### config.mk
export PLATFORM = sky130hd
export DESIGN_NAME = tblink_rpc_ep_tx
export DESIGN_NICKNAME = d
export VERILOG_FILES = /design/src/rtl/tblink_rpc_ep_tx.sv
export SDC_FILE = /design/constraint.sdc
export NUM_CORES = 1
export LEC_CHECK = 0
export CELL_PAD_IN_SITES_DETAIL_PLACEMENT = 1
export CELL_PAD_IN_SITES_GLOBAL_PLACEMENT = 1
export CORE_MARGIN = 1.5
export CORE_UTILIZATION = 52
export DETAILED_ROUTE_END_ITERATION = 10
export DONT_BUFFER_PORTS = 1
export PLACE_DENSITY = 0.87
export SLEW_MARGIN = 30
export SYNTH_ARGS = -nofsm -noshare
export SYNTH_HDL_FRONTEND = slang
export SYNTH_SLANG_ARGS = --single-unit
export TNS_END_PERCENT = 50
### constraint.sdc
create_clock -name uclock -period 6.7 [get_ports uclock]
set_input_delay 1.34 -clock uclock [delete_from_list [all_inputs] [get_ports uclock]]
set_output_delay 1.34 -clock uclock [all_outputs]
set_load 0.01 [all_outputs]
### src/rtl/tblink_rpc_ep_tx.sv
// tblink RPC endpoint network-output merger: forwarded packets and TIP packets (with inserted header) onto one byte stream.
// Define TBLINK_RPC_EP_TX_RR_EN for round-robin arbitration; default is fixed forward-first priority.
module tblink_rpc_ep_tx #(
   parameter logic [6:0] ADDR = 7'd1
) (
   input  logic       uclock,
   input  logic       reset,
   input  logic [6:0] dst_addr,
   input  logic [7:0] fwdi_dat,
   input  logic       fwdi_valid,
   output logic       fwdi_ready,
   input  logic [7:0] tipi_dat,
   input  logic       tipi_valid,
   output logic       tipi_ready,
   output logic [7:0] neto_dat,
   output logic       neto_valid,
   input  logic       neto_ready,
   output logic       drop_o,
   output logic       busy
);

   generate
      if (ADDR == 7'd0) begin : g_addr_check
         $fatal(1, "tblink_rpc_ep_tx: ADDR 0 is reserved");
      end
   endgenerate

   typedef enum logic [3:0] {
      IDLE, FWD_HDR, FWD_CNT, FWD_DATA, TIP_HDR, TIP_CNT, TIP_DATA, DRP_CNT, DRP_DATA
   } state_t;

   state_t      state, state_nxt;
   logic        ld_ok, fwd_acc, tip_acc, grant_fwd, grant_tip;
   logic        load, cnt_ld, cnt_dec, last_byte;
   logic [7:0]  load_dat, cnt_byte;
   logic [8:0]  rem;
   logic [6:0]  hdr_r;

   assign ld_ok     = !neto_valid || neto_ready;
   assign fwd_acc   = fwdi_valid && fwdi_ready;
   assign tip_acc   = tipi_valid && tipi_ready;
   assign last_byte = (rem == 9'd1);
   assign busy      = (state != IDLE);

`ifdef TBLINK_RPC_EP_TX_RR_EN
   // rr_last: 1 when TIP was granted most recently, so forward wins the first contention after reset
   logic rr_last;

   always_ff @(posedge uclock or posedge reset) begin
      if (reset)          rr_last <= 1'b1;
      else if (grant_fwd) rr_last <= 1'b0;
      else if (grant_tip) rr_last <= 1'b1;
   end
`endif

   always_comb begin
      grant_fwd = 1'b0;
      grant_tip = 1'b0;
      if (state == IDLE) begin
`ifdef TBLINK_RPC_EP_TX_RR_EN
         grant_fwd = fwdi_valid && (!tipi_valid || rr_last);
`else
         grant_fwd = fwdi_valid;
`endif
         grant_tip = tipi_valid && !grant_fwd;
      end
   end

   always_ff @(posedge uclock or posedge reset) begin
      if (reset) state <= IDLE;
      else       state <= state_nxt;
   end

   always_comb begin
      state_nxt = state;
      case (state)
         IDLE: begin
            if (grant_fwd)      state_nxt = FWD_HDR;
            else if (grant_tip) state_nxt = (dst_addr == 7'd0) ? DRP_CNT : TIP_HDR;
         end
         FWD_HDR:  if (fwd_acc) state_nxt = FWD_CNT;
         FWD_CNT:  if (fwd_acc) state_nxt = FWD_DATA;
         FWD_DATA: if (fwd_acc && last_byte) state_nxt = IDLE;
         TIP_HDR:  if (ld_ok) state_nxt = TIP_CNT;
         TIP_CNT:  if (tip_acc) state_nxt = TIP_DATA;
         TIP_DATA: if (tip_acc && last_byte) state_nxt = IDLE;
         DRP_CNT:  if (tip_acc) state_nxt = DRP_DATA;
         DRP_DATA: if (tip_acc && last_byte) state_nxt = IDLE;
         default:  state_nxt = IDLE;
      endcase
   end

   // Only the granted source ever sees ready; the drop path swallows bytes without touching the output register
   always_comb begin
      fwdi_ready = 1'b0;
      tipi_ready = 1'b0;
      load       = 1'b0;
      load_dat   = fwdi_dat;
      case (state)
         FWD_HDR, FWD_CNT, FWD_DATA: begin
            fwdi_ready = ld_ok;
            load       = fwdi_valid && ld_ok;
         end
         TIP_HDR: begin
            load     = ld_ok;
            load_dat = {1'b0, hdr_r};
         end
         TIP_CNT, TIP_DATA: begin
            tipi_ready = ld_ok;
            load       = tipi_valid && ld_ok;
            load_dat   = tipi_dat;
         end
         DRP_CNT, DRP_DATA: tipi_ready = 1'b1;
         default: ;
      endcase
   end

   assign cnt_byte = (state == FWD_CNT) ? fwdi_dat : tipi_dat;
   assign cnt_ld   = ((state == FWD_CNT) && fwd_acc) ||
                     (((state == TIP_CNT) || (state == DRP_CNT)) && tip_acc);
   assign cnt_dec  = ((state == FWD_DATA) && fwd_acc) ||
                     (((state == TIP_DATA) || (state == DRP_DATA)) && tip_acc);

   // rem holds payload bytes still owed; the IDLE return on the last byte keeps it from underflowing
   always_ff @(posedge uclock or posedge reset) begin
      if (reset) begin
         neto_valid <= 1'b0;
         neto_dat   <= 8'h00;
         rem        <= 9'd0;
         hdr_r      <= 7'd0;
         drop_o     <= 1'b0;
      end else begin
         drop_o <= grant_tip && (dst_addr == 7'd0);
         if (grant_tip) hdr_r <= dst_addr;
         if (cnt_ld)       rem <= {1'b0, cnt_byte} + 9'd1;
         else if (cnt_dec) rem <= rem - 9'd1;
         if (load) begin
            neto_dat   <= load_dat;
            neto_valid <= 1'b1;
         end else if (neto_ready) begin
            neto_valid <= 1'b0;
         end
      end
   end

endmodule
# Yosys cells after proc, flatten, opt, wreduce, memory -nomap -nowiden
# Cells that the tools add are included.
[op_classes]
mux = 22
addsub = 2
n_reduce_logical = 29
n_eq_ne = 17
[ops]
columns = ["cell", "count"]
rows = [
  ["two-way mux 4 bit", 9],
  ["case mux 4 bit (8 select lines)", 1],
  ["two-way mux 9 bit", 2],
  ["== test 4 x 3 -> 1 bit, second input constant", 4],
  ["case mux 8 bit (2 select lines)", 1],
  ["logical AND 1 bit", 12],
  ["inequality test 2 bit, second input constant", 6],
  ["adder 8 x 1 -> 9 bit, second input constant", 1],
  ["== test 9 x 1 -> 1 bit, second input constant", 1],
  ["subtractor 9 x 1 -> 9 bit, second input constant", 1],
  ["== test 4 x 2 -> 1 bit, second input constant", 2],
  ["two-way mux 8 bit", 1],
  ["AND reduction 8 bit", 1],
  ["zero test 7 bit", 1],
  ["OR reduction 2 bit", 3],
  ["logical OR 1 bit", 5],
  ["two-way mux 1 bit", 5],
  ["== test 4 x 1 -> 1 bit, second input constant", 1],
  ["== test 4 bit, second input constant", 1],
  ["zero test 4 bit", 1],
  ["nonzero test 2 bit", 2],
  ["nonzero test 4 bit", 1],
  ["inequality test 3 bit, second input constant", 1],
  ["case mux 1 bit (3 select lines)", 1],
  ["other kinds (5)", 6],
]
[word_totals]
regBits = 30
out_inout_bits = 13
in_bits = 28

# Longest topological paths before layout
[depth]
ltp_word = 8
mapped_depth = 11
depth_no_buf = 9

# Least setup slack after synthesis
# Ideal clock, no wire load.
[synth_path]
kind = "input port to output port"
from = "input port neto_ready"
to = "output port tipi_ready"
slack_ns = 3.567
arrival_time_ns = 1.793
path_buffers = 0
cell_stages = 2
path_cell_list = "nor2b_1 > o311ai_4"
[synth_between]
elab_chain_len = 2
[synth_rtl]
columns = ["item", "line", "text"]
rows = [
  ["from (decl)", "17", "input logic neto_ready,"],
  ["logical OR 1 bit", "39", "assign ld_ok = !neto_valid || neto_ready;"],
  ["case mux 1 bit (2 select lines)", "99", "case (state)"],
  ["to (decl)", "14", "output logic tipi_ready,"],
]
# No other way between the ends.

# Final worst setup path
[layout_path]
from = "register state[2]"
to = "output port tipi_ready"
[layout_between]
elab_chain_len = 3
word_cells_on_any_way = 7
cone_classes = "eq/ne (4); mux (1); reduce/logical (2)"
[layout_rtl]
columns = ["item", "line", "text"]
rows = [
  ["from (decl)", "32", "state_t state, state_nxt;"],
  ["from (signal assigned)", "71", "else state <= state_nxt;"],
  ["== test 4 x 3 -> 1 bit / == test 4 bit (equally long branches)", "99", ""],
  ["OR reduction 2 bit", "99", ""],
  ["case mux 1 bit (2 select lines) (*)", "99", ""],
]
# Mark *: on every way between the ends. The rest lies on a longest branch, timed or not.

==> results by group <==
Yosys
  • Yosys top cell area share: 0.317
  • Yosys warns: 0
  • Post-synth top flop: dfrtp_1
  • Async SR Flop Fraction: 1.00
  • Mapped Nets: 290
  • Leading area contributor after synthesis: dfrtp_1
  • Avg Cell Area, Syn: 9.14 um^2
  • EDFF count, synth: 0
  • Cells after synthesis: 259
  • Mapped Area: 2370 um^2
  • Largest cells by area after synthesis: dfrtp_1 32%, mux2_2 11%, mux2i_1 4.2%
  • Synthesis-stage register bit count: 30
  • Cell with the most instances after synthesis: dfrtp_1
  • Post-synth top cells: 30 x dfrtp_1, 24 x mux2_2, 24 x nand2_1, 12 x a21oi_1, 12 x nor2_1
  • Yosys cell types: 54
  • Register area share after synthesis: 0.317

Detailed routing
  • DR vias: 2,041
  • DR iter-0 viols: 106
  • WL final: 6770 um
  • Antenna-violating nets left: 0
  • DRC viols: 0
  • Iteration count of the initial detailed-routing pass: 4
  • Vias per std cell: 6.74
  • Routed wire length per instance: 22.3 um

Cells and area
  • Nets: 281
  • Layout cells sized above 1: 0.179
  • Final design area excluding fillers: 2480 um^2
  • Layout area overhead: 4.92%
  • N_diodes: 0
  • Fillers: 502

Flow run
  • Max Cap Viol: 0

STA
  • Hold Vio Cnt, Final: 0
  • Fmax: 298 MHz
  • Sum Neg Setup Slack: 0 ns
  • Worst hold slack: 0.524 ns
  • Crit share post-route: 0.500
  • Worst Tran Pin Value: 0.829 ns
  • Clock skew: 0.00966 ns
  • # setup viols final: 0
  • Slew headroom: 0.448
  • Fin worst setup slack: 3.35 ns
  • Final Slew Violations: 0
  • Clock period minus worst slack: 3.35 ns
  • RSZ-0062 raised after global routing: false

Place
  • Port buffer count: 0
  • Dpl hpwl: 4750 um
  • Cell Area, Placed: 2370 um^2
  • Setup slack after placement: 3.49 ns
  • GP Congestion: 0.845

Clocking
  • Setup Buffers After CTS: 0
  • Cts bufs inserted: 5
  • Reg clk slew, reported paths: 0.07 ns
  • Clock sink count: 30
  • CTS tree: yes
  • H-tree depth: 2
  • Clock Latency Late Sink: 0.28 ns
  • CTS resizes: 0
  • Root buffer cell: clkbuf_8
  • Clock buffer depth: 2
  • CTS Hold Bufs: 0

Power
  • Clock network power share: 0.141
  • Overall power: 1.23 mW
  • Logic pwr share: 0.521
  • Int Power: 0.670 mW
  • Leakage: 0.947 nW
  • Sequential fraction of design power: 0.338
  • P_sw: 0.557 mW
  • Sw frac: 0.454
  • Maximum vdd drop: 0.324 mV
  • PwrDens: 495 nW/um^2

Die
  • Die height: 70.5 um
  • I/O pin count: 41
  • Die Width: 70.5 um
  • Initial Utilization: 0.543
  • Core footprint: 4350 um^2
  • Row Count: 24
  • Die area: 4960 um^2

Status
  • Status: complete, no violations

Setup path
  • Type of the worst setup path: register to output port
  • Worst path cell trace: or2b_1, o311ai_4
  • Max incr delay on CP: 0.79 ns
  • Critical Path RT: 5.36 ns
  • Slowest stage cell, crit path: dfrtp_1
  • Critical Path Start Type: register
  • Worst Setup End Kind: output port
  • Arr. time, crit path: 2.01 ns
  • Crit Path Max Fanout: 20

Global routing
  • Vias in the first global route: 2,215
  • Total grt overflow: 0
  • Global-route wire length before repair: 11,000 um
  • Initial antenna violation count: 0
  • Overall Global Routing Usage: 0.282
  • Largest net degree at the start of global routing: 31

Min path
  • HP Class: register to register
cell families (layout without fill, tap and decap cells):
logic type,after synthesis,in the layout,synth area share
and+or+nand+nor,100,100,0.242
AOI/OAI and AO/OA,62,62,0.196
muxes,35,35,0.161
DFF,30,30,0.317
buffers and inverters,23,15,0.0455
xor gates and xnor gates,6,6,0.0222
adders and majority gates,3,3,0.0159
registers in the layout (all words and copies together), names as in the netlist:
name	count
rem	9
state	4
hdr_r	7
neto_valid	1
neto_dat	8
drop_o	1
metrics by stage:
step / instances / util
after floorplan: 259 / -
after global placement: 295 / 0.543
after detailed placement: 295 / 0.545
after CTS: 303 / 0.570
after global routing: 303 / 0.570
final: 303 / 0.570
cell usage in the layout, fill, tap and decap left out, types with 4 or more instances in the layout:
| cell | instances |
|---|---|
| a21oi_1 | 12 |
| a31oi_1 | 5 |
| clkbuf_8 | 8 |
| dfrtp_1 | 30 |
| inv_1 | 5 |
| mux2_2 | 24 |
| mux2i_1 | 10 |
| nand2_1 | 24 |
| nand2b_1 | 10 |
| nand3_1 | 7 |
| nand3b_1 | 4 |
| nor2_1 | 12 |
| nor3_1 | 5 |
| o211ai_1 | 5 |
| o21ai_0 | 7 |
| o22ai_1 | 7 |
| o31ai_1 | 7 |
| or3_1 | 6 |
| or4b_1 | 4 |
| xnor2_1 | 5 |
worst max-delay path: cells and delay by family, from the launching register on:
kind            cells  cell delay (ns)
simple gates        1             0.47
flops               1             0.79
compound gates      1             0.47
layer usage:
layer | vias to the layer above | routed length (um) | GRT usage
li1 | 957 | - | -
met1 | 1021 | 2890 | 0.344
met2 | 48 | 3430 | 0.491
met3 | 15 | 290 | 0.0649
met4 | 0 | 154 | 0.0855
met5 | - | 0 | 0
path summary, 6_finish.rpt:
kind	to	start	cells past startpoint	slack, ns
setup / recovery	tipi_ready	state[2]	2	3.35
hold / removal	hdr_r[6]	hdr_r[6]	1	0.52
setup reg to reg	rem[6]	state[1]	9	3.79
hold reg to reg	hdr_r[6]	hdr_r[6]	1	0.52
max in group asynchronous	rem[2]	reset	2	5.37
min in group asynchronous	hdr_r[6]	reset	2	1.03
final cells by class:
type                    instances  area, um^2  area share
flip-flops and latches         30         751       0.302
well taps                      52        65.1      0.0262
inverters                       5        18.8     0.00756
multi-input cells             206        1520       0.613
clock buffers                   8         110      0.0444
repair buffers                  2        15.0     0.00605
power by group through the flow:
stage / combinational [mW] / clock [mW] / sequential, mW
after detailed placement: 0.629 / 0 / 0.413
after global routing: 0.694 / 0.182 / 0.431
after floorplan: 0.572 / 0 / 0.335
after CTS: 0.640 / 0.176 / 0.411
after global placement: 0.591 / 0 / 0.404
final: 0.640 / 0.174 / 0.414
(Power assumes the default switching activity.)
